File: src/rtl/debouncer_core.sv
// Switch/button debouncer: synchronizes `noisy`, then moves `clean` only after STABLE_CYCLES agreeing samples.
// Latency: SYNC_STAGES+STABLE_CYCLES edges for either edge direction; no backpressure (free-running level path).
module debouncer_core #(
  parameter int unsigned STABLE_CYCLES = 500000,
  parameter int unsigned SYNC_STAGES   = 2
) (
  input  logic clk,
  input  logic reset,
  input  logic noisy,
  output logic clean
);

  localparam int unsigned CNT_W = (STABLE_CYCLES > 1) ? $clog2(STABLE_CYCLES) : 1;
  localparam logic [CNT_W-1:0] CNT_MAX = CNT_W'(STABLE_CYCLES - 1);

  logic [SYNC_STAGES-1:0] sync_q;
  logic                   sync;
  logic [CNT_W-1:0]       cnt;

  assign sync = sync_q[SYNC_STAGES-1];

  always_ff @(posedge clk) begin
    if (reset) begin
      sync_q <= '0;
      cnt    <= '0;
      clean  <= 1'b0;
    end else begin
      sync_q[0] <= noisy;
      for (int i = 1; i < SYNC_STAGES; i++) begin
        sync_q[i] <= sync_q[i-1];
      end
      // CNT_MAX is terminal: it always resolves to an update, so cnt never wraps
      if (sync == clean) begin
        cnt <= '0;
      end else if (cnt == CNT_MAX) begin
        clean <= sync;
        cnt   <= '0;
      end else begin
        cnt <= cnt + CNT_W'(1);
      end
    end
  end

endmodule

File: config.mk
export PLATFORM = sky130hd
export DESIGN_NAME = debouncer_core
export DESIGN_NICKNAME = d
export VERILOG_FILES = /design/src/rtl/debouncer_core.sv
export SDC_FILE = /design/constraint.sdc
export NUM_CORES = 1
export LEC_CHECK = 0
export CAP_MARGIN = 0
export CORE_MARGIN = 2
export CORE_UTILIZATION = 61
export CTS_BUF_LIST = sky130_fd_sc_hd__clkbuf_2
export CTS_CLUSTER_SIZE = 12
export DETAILED_ROUTE_END_ITERATION = 10
export PLACE_DENSITY = 0.8
export SLEW_MARGIN = 0
export SYNTH_ARGS = -nofsm -noshare
export SYNTH_HDL_FRONTEND = slang
export SYNTH_SLANG_ARGS = --single-unit
File: constraint.sdc
create_clock -name clk -period 2.3 [get_ports clk]
set_input_delay 0.575 -clock clk [delete_from_list [all_inputs] [get_ports clk]]
set_output_delay 0.575 -clock clk [all_outputs]
set_load 0.005 [all_outputs]
---- Yosys cells after proc, flatten, opt, wreduce, memory -nomap -nowiden ----
Index checks and enable logic that the tools add are counted.
storage, ports and cells
  register bits ........................... 22
  output and inout bits ................... 1
cells by class
  reduce and logical (&&, ||, !) cells .... 2
  equality and inequality tests ........... 2
  $add $sub $neg .......................... 1
  bitwise gates (word level) .............. 1
operators by type and width
  kind                                            count
  adder 19 x 1 -> 19 bit (second input constant)  1
  equality test 19 bit (second input constant)    1
  OR reduction 3 bit                              1
  AND reduction 2 bit                             1
  equality test 1 bit                             1
  inverter 1 bit                                  1

---- Logic depth before layout (Yosys ltp) ----
Gate-level depths: netlist (run 1).
  depth in word-level cells ............... 3
  mapped depth ............................ 5
  depth with buffers taken out ............ 5

---- Worst setup path after synthesis (run 1) ----
OpenSTA, ideal clock, no wires.
  path type ............................... register to register
  start ................................... register cnt[12]
  end ..................................... register cnt[10]
  clock period less this slack ............ 1938 ps
  setup slack ............................. 362 ps
  arrival time ............................ 1821 ps
  cell stages (with the launch flop) ...... 6
  cells stage by stage .................... dfxtp_1 or4_1 or4_4 o21bai_2 buf_2 nor2_1
on the way
  longest elaborated chain between the ends .. 2
ends and longest elaborated chain
  element                       RTL line  source
  from (decl)                   18        logic [CNT_W-1:0] cnt;
  from (signal assigned)        39        cnt <= cnt + CNT_W'(1);
  equality test 19 bit          35        end else if (cnt == CNT_MAX) begin
  OR reduction 3 bit (no line)  n/a
No other way between the ends.
A chain may end at the register's enable or synchronous reset.

---- Worst setup path in the final report (run 1) ----
  start ................................... register cnt[12]
  end ..................................... register clean
on the way
  longest elaborated chain between the ends .. 2
ends and longest elaborated chain
  element                        RTL line  source
  equality test 19 bit           35
  AND reduction 2 bit (no line)  n/a
  to (signal assigned)           36        clean <= sync;
  to (decl)                      10        output logic clean
No other way between the ends.

==> metrics.md, run 1 <==
| Metric | Value |
|---|---|
| Fin area | 1080 sq um |
| Worst reg2reg path depth | 4 |
| IO Port Bufs | 3 |
| R2R Path Start | cnt[12] |
| CP endpoint kind | register |
| Max Slew Vio Count | 0 |
| Die Span X | 44.1 um |
| Initial core utilization | 0.650 |
| Sequential area share after synthesis | 0.450 |
| Hold Path Stages | 1 |
| Max Root-Sink Buffers | 2 |
| Worst skew pair latency | 0.32 ns |
| Fmax | 0.486 GHz |
| Critical path class | register to register |
| Syn_area_per_cell | 8.99 sq um |
| R2R Path End | clean |
| Wire length per cell | approximately 13 um |
| Vias | 794 |
| Initial DRC count | 26 |
| Synth Instances | 109 |
| Asr flop ratio synth | 0 |
| Worst path required time | 2.58 ns |
| Mapped Area | 980 sq um |
| Hold Crit Class | register to register |
| Reg-to-reg setup timing slack | 0.24 ns |
| Post-CTS setup buffers | 0 |
| CP Max Fanout | 5 |
| # rows | 14 |
| Die Footprint | roughly 2000 sq um |
| Final hold violation count | 0 |
| Worst hold endpoint | sync_q[1] |
| Dpl hpwl | 1.27 mm |
| Setup TNS | 0 ns |
| Vias per cell | 6.02 |
| DRT Wirelength | 1.77 mm |
| H-Tree Depth | 1 |
| Synth warnings | 0 |
| ANT cells | 0 |
| Area leader, netlist | dfxtp_1 |
| Initial antenna violation count | 0 |
| Post-CTS resize count | 0 |
| Area after DPL | between 1000 and 1500 sq um |
| TritonCTS clock tree | built |
| Cells taking the most area after synthesis | dfxtp_1, xnor2_1, nor2_1, xor2_1, nand3_1 |
| Nets | about 120 |
| Slew Limit Headroom | 0.600 |
| Die Y | between 40 and 50 um |
| Worst path arrival time | 2.33 ns |
| Top-area cell type share of the netlist area | 0.450 |
| Largest net degree at the start of global routing | 17 |
| Synth Register Bits | 22 |
| Pwr/cell area | 613 nW/um^2 |
| Hold_sp | sync_q[0] |
| Tightest Pin Transition | 0.594 ns |
| Clock Pin Slew Worst Setup and Hold Paths | 0.19 ns |
| EDFF count, synth | 0 |
| CTS buffer count | 3 |
| Global-route wire length before repair | 3.24 mm |
| Syn nets | 113 |
| Num ports | 4 |
| # DRC | 0 |
| Clock root cell | clkbuf_2 |
| Status | complete, no violations |
| Fin crit share | 0.894 |
| Crit path launch | cnt[12] |
| Area Overhead vs Synth | 9.96% |
| Leak | 0.319 nW |
| Total power | 660 uW |
| Core Area | roughly 1500 sq um |
| Max-cap violation count | 0 |
| CTS Sinks | 22 |
| Gr usage total | 0.229 |
| Ys flop type | dfxtp_1 |
| Pre-antenna DRT Iters | 4 |
| Cts hold-fix bufs | 0 |
| Final ANT Viol Nets | 0 |
| Synth cell types | 30 |
| RSZ-0062 raised after global routing | no |
| Ratio of cells with drive above 1 in the final layout | 0.0776 |
| Gr ovfl total | 0 |
| CP Launch Type | register |
| Minimum clock period | 2.06 ns |
| Worst VDD drop | 0.437 mV |
| Gpl congestion | 0.758 |
| Clk_skew | 0.00461 ns |
| Final setup viols | 0 |
| Vias in the first global route | 766 |
==> layout make-up <==
type	count	area [sq um]
Multi-Input combinational cell	84	527
Sequential cell	22	440
Timing Repair Buffer	4	37.5
Clock buffer	3	15.0
Fill cell	122	429
Inverter	2	7.51
Clock inverter	1	30.0
Tap cell	16	20.0
==> Yosys cell counts, drive strengths merged (3+ instances only) <==
cell and instances:
a21oi 4, xnor2 8, o21ai 3, nor2 17, or4 3, dfxtp 22
nor4 3, nand4 6, nand2 4, nand3 9, xor2 6
==> power breakdown <==
group | leakage, nW | internal, mW | switching, mW
Sequential | 0.178 | 0.384 | 0.00114
Combinational | 0.115 | 0.00604 | 0.00454
Clock | 0.0266 | 0.150 | 0.114
Total | 0.319 | 0.540 | 0.120
==> cells by family (layout without fill, tap and decap cells) <==
| kind of cell | Yosys count | in the layout | share of synthesized area |
|---|---|---|---|
| AOI/OAI and AO/OA | 9 | 9 | 0.0549 |
| xor gates and xnor gates | 14 | 14 | 0.125 |
| adders and majority gates | 1 | 1 | 0.0128 |
| buffers and inverters | 3 | 10 | 0.0128 |
| DFF | 22 | 22 | 0.450 |
| muxes | 1 | 1 | 0.0102 |
| and+or+nand+nor | 59 | 59 | 0.335 |
==> worst max path at each step <==
| stage | depth (start not counted) | to | slack, ns |
|---|---|---|---|
| 3_3_place_gp | 4 | clean | 0.35 |
| 2_1_floorplan | 5 | cnt[10] | 0.36 |
| 5_1_grt | 4 | clean | 0.16 |
| 3_5_place_dp | 4 | clean | 0.31 |
| 6_report | 4 | clean | 0.24 |
| 4_1_cts | 4 | clean | 0.25 |
==> state kept, by name (all words and copies together), names as in the netlist <==
name / cells
clean: 1
sync_q: 2
cnt: 19
==> stage by stage <==
stage | util | hold slack, ns | setup slack (ns) | instances
2_1_floorplan | - | 0.414 | 0.362 | 109
3_3_place_gp | 0.685 | 0.428 | 0.348 | 128
3_5_place_dp | 0.685 | 0.439 | 0.308 | 128
4_1_cts | 0.715 | 0.476 | 0.255 | 132
5_1_grt | 0.715 | 0.478 | 0.157 | 132
6_report | 0.715 | 0.469 | 0.243 | 132
==> critical path, cell delays in order (launching register included) <==
cell     delay, ns
dfxtp_1       0.40
or4_1         0.54
or4_4         0.51
or4b_1        0.47
o21ai_1       0.08
==> metal layers <==
layer | global-route usage | share of wire | vias up
li1 | - | - | 405
met1 | 0.260 | 0.46 | 367
met2 | 0.362 | 0.48 | 20
met3 | 0.106 | 0.052 | 2
met4 | 0.115 | 0.0079 | 0
met5 | 0 | 0 | -
==> cell usage in the layout, fill, tap and decap left out <==
master           count
a21oi_1              4
and2_1               2
and4_1               2
buf_4                1
bufinv_16            1
clkbuf_2             3
clkdlybuf4s50_1      3
dfxtp_1             22
ha_1                 1
inv_1                2
mux2i_1              1
nand2_1              4
nand2b_1             2
nand3_1              9
nand4_1              6
nand4bb_1            1
nor2_1              17
nor2b_1              2
nor3_1               2
nor3b_1              1
nor4_1               3
o21ai_0              2
o21ai_1              1
o21bai_2             1
o31ai_1              1
or2_2                1
or3_1                2
or3b_2               1
or4_1                2
or4_4                1
or4b_1               1
xnor2_1              8
xor2_1               6
Power figures use the tool's default switching activity.
==> run 2: changes to the inputs <==
--- a/config.mk
+++ b/config.mk
@@ -11,7 +11,7 @@
 export CTS_BUF_LIST = sky130_fd_sc_hd__clkbuf_2
 export CTS_CLUSTER_SIZE = 12
 export DETAILED_ROUTE_END_ITERATION = 10
-export PLACE_DENSITY = 0.8
+export PLACE_DENSITY = 0.76
 export SLEW_MARGIN = 0
 export SYNTH_ARGS = -nofsm -noshare
 export SYNTH_HDL_FRONTEND = slang
==> run 2 against run 1 <==
Core utilization fell by 1.7 points. Count of clock-buffer cells in the layout did not move. Die area did not move. Sequential cell count did not move. Global-route usage fell by 0.51 points. Power fell by 17%.
==> metrics.md, run 2 (synthesis gave the netlist of run 1 again) <==
| Metric | Value |
|---|---|
| Max-cap violation count | 0 (unchanged) |
| Fin crit share | 0.869 (-0.0259) |
| Dpl hpwl | 1.31 mm (+3.0%) |
| Global-route wire length before repair | 3.12 mm (-3.6%) |
| Hold Crit Class | register to register |
| Final setup viols | 0 (unchanged) |
| Die Span X | 44.1 um (unchanged) |
| Cell Count, Final, Fillers Out | 132 (unchanged) |
| CTS Sinks | 22 (unchanged) |
| Hold_sp | sync_q[0] |
| H-Tree Depth | 1 (unchanged) |
| Core Area | 1510 sq um (unchanged) |
| CP Launch Type | register |
| Fmax | 0.501 GHz (+3.0%) |
| Vias in the first global route | 722 (-5.7%) |
| CP Max Fanout | 7 (+2) |
| Worst path required time | 2.58 ns (about the same) |
| Die Footprint | 1940 sq um (unchanged) |
| Gr usage total | 0.224 (-0.00513) |
| Final ANT Viol Nets | 0 (unchanged) |
| Regs by FF count | cnt: 19 flops, sync_q: 2 flops, clean: 1 flops |
| Most common cell after layout, fill and taps aside | dfxtp_1 |
| Num ports | 4 (unchanged) |
| R2R Path End | clean |
| Biggest register | cnt |
| Tightest Pin Transition | 0.602 ns (+0.00772 ns) |
| Clock Pin Slew Worst Setup and Hold Paths | 0.20 ns (about the same) |
| Gr ovfl total | 0 (unchanged) |
| Area after DPL | 1030 sq um (unchanged) |
| Area Overhead vs Synth | 7.28% |
| IO Port Bufs | 3 (unchanged) |
| WHS | 0.486 ns (+0.0168 ns) |
| Worst hold endpoint | sync_q[1] |
| ANT cells | 0 (unchanged) |
| CP endpoint kind | register |
| Initial DRC count | 20 (-23%) |
| Leak | 0.306 nW (-3.9%) |
| Highest-count cells in the layout ignoring fill and taps | dfxtp_1, nor2_1, nand3_1, xnor2_1 |
| Crit path launch | cnt[5] |
| Initial core utilization | 0.650 (unchanged) |
| Minimum clock period | 2.00 ns (-0.0596 ns) |
| Dpl cells | 128 (unchanged) |
| Total power | 546 uW (-17%) |
| Max Slew Vio Count | 0 (unchanged) |
| Status | complete, no violations |
| Fin util | 0.698 (-0.0174) |
| R2R Path Start | cnt[5] |
| Worst skew pair latency | 0.32 ns (about the same) |
| Vias per cell | 5.88 (-2.3%) |
| Hold Path Stages | 1 (unchanged) |
| Largest net degree at the start of global routing | 17 (unchanged) |
| # DRC | 0 (unchanged) |
| Die Y | 44.1 um (unchanged) |
| Post-place setup slack | 0.325 ns (+0.0161 ns) |
| Clock root cell | clkbuf_2 |
| Post-route setup slack | 0.302 ns (+0.0596 ns) |
| TritonCTS clock tree | built |
| Final hold violation count | 0 (unchanged) |
| Post-CTS setup buffers | 0 (unchanged) |
| Setup TNS | 0 ns (unchanged) |
| Wire length per cell | 13.6 um (+1.6%) |
| Nets | 121 (unchanged) |
| Cts hold-fix bufs | 0 (unchanged) |
| Pre-antenna DRT Iters | 4 (unchanged) |
| Post-CTS resize count | 0 (unchanged) |
| Ratio of cells with drive above 1 in the final layout | 0.0690 (-0.00862) |
| DRT Wirelength | 1.79 mm (+1.6%) |
| Gpl congestion | 0.801 (+5.6%) |
| Worst VDD drop | 0.439 mV (+0.44%) |
| RSZ-0062 raised after global routing | no |
| Vias | 776 (-2.3%) |
| Critical path class | register to register |
| Clk_skew | 0.0112 ns (+0.00662 ns) |
| Slew Limit Headroom | 0.595 (-0.00519) |
| CTS buffer count | 3 (unchanged) |
| # rows | 14 (unchanged) |
| Fin area | 1050 sq um (-2.4%) |
| Max Root-Sink Buffers | 2 (unchanged) |
| Worst reg2reg path depth | 4 (unchanged) |
| Initial antenna violation count | 0 (unchanged) |
| Reg-to-reg setup timing slack | 0.30 ns (+0.06 ns) |
| Pwr/cell area | 520 nW/um^2 (-15%) |
| Max reg flops | 19 (unchanged) |
| Worst path arrival time | 2.28 ns (-0.05 ns) |
[run 2: changes by cell type in the layout (fill, tap and decap cells not counted)]
cell	before	now
clkinv_1	0	1
bufinv_16	1	0
[run 2: final cells by class]
class                   count  area [sq um]
multi-input cells          84           527
fillers                   138           455
flip-flops and latches     22           440
repair buffers              4          37.5
well taps                  16          20.0
clock buffers               3          15.0
inverters                   2          7.51
clock inverters             1          3.75
[run 2: how the worst max path moves through the flow]
stage,to,slack (ns),cells past startpoint
CTS,clean,0.28,4
floorplan,cnt[10],0.36,5
global route,clean,0.22,4
finish,clean,0.30,4
global placement,clean,0.35,4
detailed placement,clean,0.32,4
[run 2: report_power, final]
part	internal, mW	total [mW]	leakage, nW	switching [mW]
logic	0.00602	0.0107	0.115	0.00466
clock network	0.0378	0.150	0.0140	0.112
registers	0.384	0.385	0.178	0.00132
[run 2: worst max-delay path: stages, from the launching register on]
cell and delay (ns):
dfxtp_1 0.41, or3b_2 0.46, or4_4 0.56, or4b_1 0.47, o21ai_1 0.08
[run 2: routing by layer]
layer	routed length [um]	global-route usage
met5	0	0
met4	47	0.145
met3	47	0.0367
met2	811	0.332
met1	887	0.301
